**config.mk**
```make
export PLATFORM = sky130hd
export DESIGN_NAME = id_stage
export DESIGN_NICKNAME = d
export VERILOG_FILES = /design/src/rtl/mips16_pkg.sv /design/src/rtl/reg_file.sv /design/src/rtl/id_stage.sv
export SDC_FILE = /design/constraint.sdc
export NUM_CORES = 1
export LEC_CHECK = 0
export ABC_AREA = 1
export BUFFER_PORTS_ARGS = -buffer_cell sky130_fd_sc_hd__buf_2
export CAP_MARGIN = 20
export CELL_PAD_IN_SITES_DETAIL_PLACEMENT = 0
export CELL_PAD_IN_SITES_GLOBAL_PLACEMENT = 1
export CORE_UTILIZATION = 46
export DETAILED_ROUTE_END_ITERATION = 6
export PLACE_DENSITY_LB_ADDON = 0.2
export SYNTH_ARGS = -nofsm -noshare
export SYNTH_HDL_FRONTEND = slang
export SYNTH_SLANG_ARGS = --single-unit
export TNS_END_PERCENT = 1
```
**constraint.sdc**
```tcl
create_clock -name clk -period 3.3 [get_ports clk]
set_input_delay 0.495 -clock clk [delete_from_list [all_inputs] [get_ports clk]]
set_output_delay 0.495 -clock clk [all_outputs]
set_load 0.01 [all_outputs]
```
**src/rtl/mips16_pkg.sv**
```systemverilog
// Shared MIPS16 definitions: opcode constants, ALUOp encodings, instruction
// field bit positions, the decoded control bundle and small decode helpers.
package mips16_pkg;

  localparam int unsigned DataW    = 16;
  localparam int unsigned RegAddrW = 3;
  localparam int unsigned NumRegs  = 8;

  // Instruction field bit positions
  localparam int unsigned OpcodeMsb = 15;
  localparam int unsigned OpcodeLsb = 12;
  localparam int unsigned RsMsb     = 11;
  localparam int unsigned RsLsb     = 9;
  localparam int unsigned RtMsb     = 8;
  localparam int unsigned RtLsb     = 6;
  localparam int unsigned RdMsb     = 5;
  localparam int unsigned RdLsb     = 3;
  localparam int unsigned ImmMsb    = 5;
  localparam int unsigned ImmLsb    = 0;

  // Opcodes
  localparam logic [3:0] OpRtype = 4'b0000;
  localparam logic [3:0] OpLw    = 4'b0100;
  localparam logic [3:0] OpSw    = 4'b0101;
  localparam logic [3:0] OpBeq   = 4'b0110;
  localparam logic [3:0] OpAddi  = 4'b0111;

  // ALUOp encodings
  localparam logic [1:0] AluOpAdd  = 2'b00;
  localparam logic [1:0] AluOpSub  = 2'b01;
  localparam logic [1:0] AluOpFunc = 2'b10;

  typedef struct packed {
    logic       alu_src;
    logic [1:0] alu_op;
    logic       reg_dest;
    logic       mem_read;
    logic       mem_write;
    logic       branch;
    logic       mem_to_reg;
    logic       reg_write;
  } ctrl_t;

  function automatic ctrl_t decode_ctrl(input logic [3:0] opcode);
    ctrl_t c;
    c = '0;
    case (opcode)
      OpRtype: begin
        c.reg_dest  = 1'b1;
        c.alu_op    = AluOpFunc;
        c.reg_write = 1'b1;
      end
      OpLw: begin
        c.alu_src    = 1'b1;
        c.alu_op     = AluOpAdd;
        c.mem_read   = 1'b1;
        c.mem_to_reg = 1'b1;
        c.reg_write  = 1'b1;
      end
      OpSw: begin
        c.alu_src   = 1'b1;
        c.alu_op    = AluOpAdd;
        c.mem_write = 1'b1;
      end
      OpBeq: begin
        c.alu_op = AluOpSub;
        c.branch = 1'b1;
      end
      OpAddi: begin
        c.alu_src   = 1'b1;
        c.alu_op    = AluOpAdd;
        c.reg_write = 1'b1;
      end
      default: c = '0;
    endcase
    return c;
  endfunction

  function automatic logic [DataW-1:0] sign_ext6(input logic [5:0] imm);
    return {{(DataW-6){imm[5]}}, imm};
  endfunction

endpackage

```
**src/rtl/reg_file.sv**
```systemverilog
// 8x16 register file, two combinational read ports, one clocked write port.
// Register 0 always reads as zero and ignores writes.
// Optional macro WB_BYPASS_EN: a read whose address matches an in-flight write
// (nonzero address, we=1) returns the write data in the same cycle; without it
// the old value is returned and the new one appears next cycle.
// Ports: clk, rst (sync, active-high); raddr_1/raddr_2 -> rdata_1/rdata_2;
//        we, waddr, wdata.
module reg_file
  import mips16_pkg::*;
(
  input  logic                clk,
  input  logic                rst,
  input  logic [RegAddrW-1:0] raddr_1,
  input  logic [RegAddrW-1:0] raddr_2,
  output logic [DataW-1:0]    rdata_1,
  output logic [DataW-1:0]    rdata_2,
  input  logic                we,
  input  logic [RegAddrW-1:0] waddr,
  input  logic [DataW-1:0]    wdata
);

  logic [DataW-1:0] regs_q [NumRegs];

  always_ff @(posedge clk) begin
    if (rst) begin
      for (int i = 0; i < NumRegs; i++) begin
        regs_q[i] <= '0;
      end
    end else if (we && (waddr != '0)) begin
      regs_q[waddr] <= wdata;
    end
  end

  always_comb begin
    rdata_1 = (raddr_1 == '0) ? '0 : regs_q[raddr_1];
    rdata_2 = (raddr_2 == '0) ? '0 : regs_q[raddr_2];
`ifdef WB_BYPASS_EN
    if (we && (waddr != '0) && (waddr == raddr_1)) rdata_1 = wdata;
    if (we && (waddr != '0) && (waddr == raddr_2)) rdata_2 = wdata;
`endif
  end

endmodule

```
**src/rtl/id_stage.sv**
```systemverilog
// MIPS16 instruction-decode stage: IF/ID pipeline register, decoder,
// load-use hazard detection and register file.
// Optional macro WB_BYPASS_EN enables same-cycle write-back bypass in reg_file.
// Ports: clk, rst (sync, active-high); IF side if_instr/if_PC_plus_two; flush;
//        ex_MemRead/ex_rt from ID/EX; wb_* write-back port; pc_write/stall
//        hazard outputs; decoded data and control outputs toward ID/EX.
module id_stage
  import mips16_pkg::*;
(
  input  logic        clk,
  input  logic        rst,
  input  logic [15:0] if_instr,
  input  logic [15:0] if_PC_plus_two,
  input  logic        flush,
  input  logic        ex_MemRead,
  input  logic [2:0]  ex_rt,
  input  logic        wb_RegWrite,
  input  logic [2:0]  wb_write_reg,
  input  logic [15:0] wb_write_data,
  output logic        pc_write,
  output logic        stall,
  output logic [15:0] PC_plus_two,
  output logic [15:0] Read_data_1,
  output logic [15:0] Read_data_2,
  output logic [15:0] immediate,
  output logic        ALU_Src,
  output logic [1:0]  ALUOp,
  output logic        RegDest,
  output logic [2:0]  rt,
  output logic [2:0]  rd,
  output logic        MemRead,
  output logic        MemWrite,
  output logic        Branch,
  output logic        MemtoReg,
  output logic        RegWrite
);

  logic [15:0] instr_q;
  logic [15:0] pc_q;
  logic        valid_q;

  logic [3:0] opcode;
  logic [2:0] rs_f;
  logic [2:0] rt_f;
  logic       uses_rt;
  ctrl_t      ctrl;

  // IF/ID register: rst > flush > stall (hold) > load
  always_ff @(posedge clk) begin
    if (rst) begin
      instr_q <= '0;
      pc_q    <= '0;
      valid_q <= 1'b0;
    end else if (flush) begin
      instr_q <= '0;
      valid_q <= 1'b0;
    end else if (!stall) begin
      instr_q <= if_instr;
      pc_q    <= if_PC_plus_two;
      valid_q <= 1'b1;
    end
  end

  assign opcode = instr_q[OpcodeMsb:OpcodeLsb];
  assign rs_f   = instr_q[RsMsb:RsLsb];
  assign rt_f   = instr_q[RtMsb:RtLsb];

  // rt is a source only for R-type, SW and BEQ; for LW/ADDI it is the destination
  assign uses_rt = (opcode == OpRtype) || (opcode == OpSw) || (opcode == OpBeq);

  always_comb begin
    stall = 1'b0;
    if (valid_q && ex_MemRead && (ex_rt != '0)) begin
      stall = (ex_rt == rs_f) || (uses_rt && (ex_rt == rt_f));
    end
  end

  assign pc_write = ~stall;

  // Bubble: squash controls for an empty slot or a stalled instruction
  always_comb begin
    ctrl = decode_ctrl(opcode);
    if (!valid_q || stall) ctrl = '0;
  end

  assign ALU_Src  = ctrl.alu_src;
  assign ALUOp    = ctrl.alu_op;
  assign RegDest  = ctrl.reg_dest;
  assign MemRead  = ctrl.mem_read;
  assign MemWrite = ctrl.mem_write;
  assign Branch   = ctrl.branch;
  assign MemtoReg = ctrl.mem_to_reg;
  assign RegWrite = ctrl.reg_write;

  assign PC_plus_two = pc_q;
  assign rt          = rt_f;
  assign rd          = instr_q[RdMsb:RdLsb];
  assign immediate   = sign_ext6(instr_q[ImmMsb:ImmLsb]);

  reg_file u_reg_file (
    .clk     (clk),
    .rst     (rst),
    .raddr_1 (rs_f),
    .raddr_2 (rt_f),
    .rdata_1 (Read_data_1),
    .rdata_2 (Read_data_2),
    .we      (wb_RegWrite),
    .waddr   (wb_write_reg),
    .wdata   (wb_write_data)
  );

endmodule
```
# After elaboration in Yosys (flattened, before gate mapping)
# Memory sizes are Yosys's and may differ from the RTL's. A register that Yosys moved wholly into a read port is not among the register bits.
# Cells that the tools add are included.
# word_totals
inputBits,59
out_inout_bits,81
mem_count,1
ram_bits,128
wordCells,54
reg_bits,33
# op_classes
bitwise_logic,2
muxes,23
n_reduce_logical,19
n_eq_ne,6
# mem_list
name,words,word_bits,rd,rd_clocked_by_memory_dff,write_ports,line_no,source
u_reg_file.regs_q,8,16,2,2,8,reg_file.sv:22,logic [DataW-1:0] regs_q [NumRegs];
# ops
op,count
16-bit 2-to-1 mux,3
"4-bit by 3-bit == test with 1-bit output, second input constant",4
16-bit OR reduction,1
3-bit 2-to-1 mux,5
1-bit 2-to-1 mux,13
9-bit 2-to-1 mux,1
3-bit == test,2
3-bit zero test,2
3-bit nonzero test,2
3-bit OR reduction,2
1-bit logical AND,4
4-bit zero test,1
1-bit logical OR,4
2-bit case mux with 2 select lines,1
1-bit NOT,2
2-bit AND reduction,1
2-bit OR reduction,1
1-bit zero test,1

# Logic depth before layout (Yosys ltp)
# depth
word_depth,8
mapped_depth,12
mapped_depth_nobuf,11

# Modules after synthesis
# From an unflattened synthesis, not the netlist that was laid out.
# unflattened
hier_cells,1213
hier_area_um2,9227.6
# by_module_without_submodules
module,area_per_inst_um2,seq_area_each_um2,cells_per_inst,instances
reg_file,7492.2,3843.7,966,1
id_stage,1735.4,660.6,247,1

# Worst setup path before layout
# No wires, ideal clock.
# synth_timing
path_type,input-to-reg
startpoint,input port rst
endpoint,memory u_reg_file.regs_q[2][0] (enable)
path_slack_ps,1279
stages,7
setup_ps,372
n_path_buf,1
required_time_ps,2928
arrival_time_ps,1650
path_cell_list,inv_2 -> nand2_1 -> or3_1 -> inv_1 -> nand2_2 -> buf_6 -> nand2_1
# synth_lines
item,line_no,source
from (decl),id_stage.sv:11,"input logic rst,"
to (decl),reg_file.sv:22,

==> results.json <==
{
  "status": "complete, but fails checks",
  "violations": "DRC",
  "ir_drop_mv": 0.3757,
  "grt.total_usage_pct": 24.11,
  "finalCriticalPeriod_ps": 2904,
  "end_kind": "output port",
  "syn_inst": 1026,
  "finalSetupViolCount": 0,
  "viasPerCell": 5.377,
  "synth_common_cells": "nor2_1, o21ai_0, edfxtp_1",
  "drt_pass1_iterations": 7,
  "yosys_most_used_dff": "edfxtp_1",
  "clk_latency_ps": 430,
  "vias": 7356,
  "whs_ps": 283.2,
  "sw_frac_of_total_pct": 24.77,
  "tns_ps": 0,
  "ios": 140,
  "io_buffers": 139,
  "crit_fanout": 25,
  "core_um2": 18210,
  "grt_max_degree": 90,
  "cts_setup_buffers": 0,
  "drt-initial-drc-count": 734,
  "grt_pass1_wl_um": 35850,
  "clkPwrFrac_pct": 41.0,
  "ys_seq_area_share_pct": 53.53,
  "slew_viol_final": 0,
  "cp.arrival_ps": 2410,
  "routabilityCongestion": 0.8099,
  "dieHeight_um": 139.0,
  "min_period_over_period_pct": 87.99,
  "dieArea_um2": 19330,
  "cap_violations": 0,
  "relSlewSlack_pct": 37.30,
  "start_kind": "register",
  "switchingPower_mw": 1.293,
  "hold_buffers": 0,
  "remaining_drc_errors": 8,
  "crit_required_ps": 2800,
  "rsz0062_at_grt": "no",
  "ant_nets": 0,
  "clock_sinks": 167,
  "gr-total-overflow": 0,
  "cts_tree": "yes",
  "ys_types": 26,
  "num_antenna_cells": 0,
  "setup_ws_ps": 396.5,
  "p_leak_nw": 4.304,
  "synthesis.area_um2": 8638,
  "combPwrFrac_pct": 11.7,
  "ys_warn_count": 0,
  "yosysTopAreaCell": "edfxtp_1",
  "dp.cells": 1336,
  "yosysMostFrequentCell": "nor2_1",
  "fin_cells": 1368,
  "fillers": 1742,
  "fp.dieW_um": 139.0,
  "wirelength_um": 22880,
  "finalHoldViolCount": 0,
  "final_net_count": 1185,
  "hold_path.class": "in -> reg",
  "synth_top_cell_area_share_pct": 44.50,
  "internal_power_mw": 3.928,
  "place_area_um2": 9295,
  "grt_antenna_before_repair": 0,
  "grt_pass1_vias": 6389,
  "numCtsBuffers": 17,
  "tightestPinTransition_ps": 939.4,
  "cts_resized": 0,
  "cts_root_buf": "clkbuf_16",
  "p_seq_share_pct": 47.3,
  "path_class": "reg -> out",
  "rows": 49,
  "power_density_nw_per_um2": 525.9,
  "pre_cts_slack_ps": 730.9,
  "cts-htree-levels": 4,
  "ys_async_sr_fraction_pct": 0,
  "clockBufferDepth": 2,
  "reg2reg_slack_ps": 1390,
  "synth_area_leaders": "edfxtp_1, o21ai_0, dfxtp_1",
  "hpwl_um": 15420,
  "clk_pin_slew_ps": 70,
  "start_util_pct": 47.44,
  "synth-edff-count": 128,
  "design_area_um2": 9930,
  "fin_worst_skew_ps": 6.157,
  "synth_seq_cells": 167,
  "drive_gt1_share_pct": 17.73,
  "wire_per_inst_um": 16.73,
  "area_growth_pct": 14.95,
  "synth.avg_cell_area_um2": 8.419,
  "timing.fmax_ghz": 0.3444
}
-- kinds of logic after synthesis --
logic type | synth area share (%)
and+or+nand+nor | 15.50
buffers and inverters | 11.18
AOI/OAI and AO/OA | 19.44
xor gates and xnor gates | 0.3042
other | 0.04341
DFF | 53.53
-- registers in the layout (all words and copies together), names as in the netlist, named ones only --
name / flops
instr_q: 16
u_reg_file.regs_q: 128
valid_q: 1
PC_plus_two: 16
-- worst max-delay path, cell delays in order, from the launching register on --
cell and delay, ps:
dfxtp_2 450, inv_1 480, nor2_1 80, o21ai_0 290, o21ai_0 170, a31oi_1 290
buf_2 190
-- per-layer routing --
layer | track usage (%) | up-vias | wire length, um
met5 | 0 | - | 0
met4 | 7.018 | 0 | 259
met3 | 3.729 | 22 | 1830
met2 | 34.82 | 281 | 10000
met1 | 37.09 | 3436 | 10790
li1 | - | 3617 | -
-- final cells by class --
cell class	count	area [um2]	area share, %
clock inverter	15	209.0	2.104
clock buffer	17	425.4	4.284
timing repair buffer	158	850.8	8.569
multi-input combinational	669	3104	31.26
tap	229	286.5	2.886
sequential	167	4629	46.62
inverter	113	424.2	4.272
-- stage by stage --
stage,utilization [%],total power [mW]
after floorplan,-,2.881
after global placement,51.05,3.115
after detailed placement,51.05,3.120
after CTS,54.53,5.234
after global routing,54.53,5.412
final,54.53,5.221
-- cell usage in the layout (no fill, tap or decap), drive strengths merged --
cell type / n
nand2: 109
a21oi: 81
clkinv: 8
buf: 158
a31oi: 32
nor2: 207
inv: 113
bufinv: 5
edfxtp: 128
or3: 1
nor3: 4
conb: 16
dfxtp: 39
o211ai: 33
clkbuf: 17
clkinvlp: 2
nand4: 1
xnor2: 3
nand3: 17
o21ai: 165
-- power groups by stage --
stage / Clock [mW] / Sequential [mW] / Combinational [mW]
floorplan: 0 / 2.49 / 0.393
global placement: 0 / 2.51 / 0.603
detailed placement: 0 / 2.51 / 0.606
CTS: 2.16 / 2.47 / 0.609
global route: 2.25 / 2.49 / 0.678
finish: 2.14 / 2.47 / 0.611
-- final timing paths --
path,startpoint,endpoint,depth (start not counted)
max,register,Read_data_1[2],6
min,if_instr[12],instr_q[12],3
max reg2reg,instr_q[12],PC_plus_two[3],12
min reg2reg,PC_plus_two[6],PC_plus_two[6],2
Note: power is estimated with default switching activity, not from simulation.
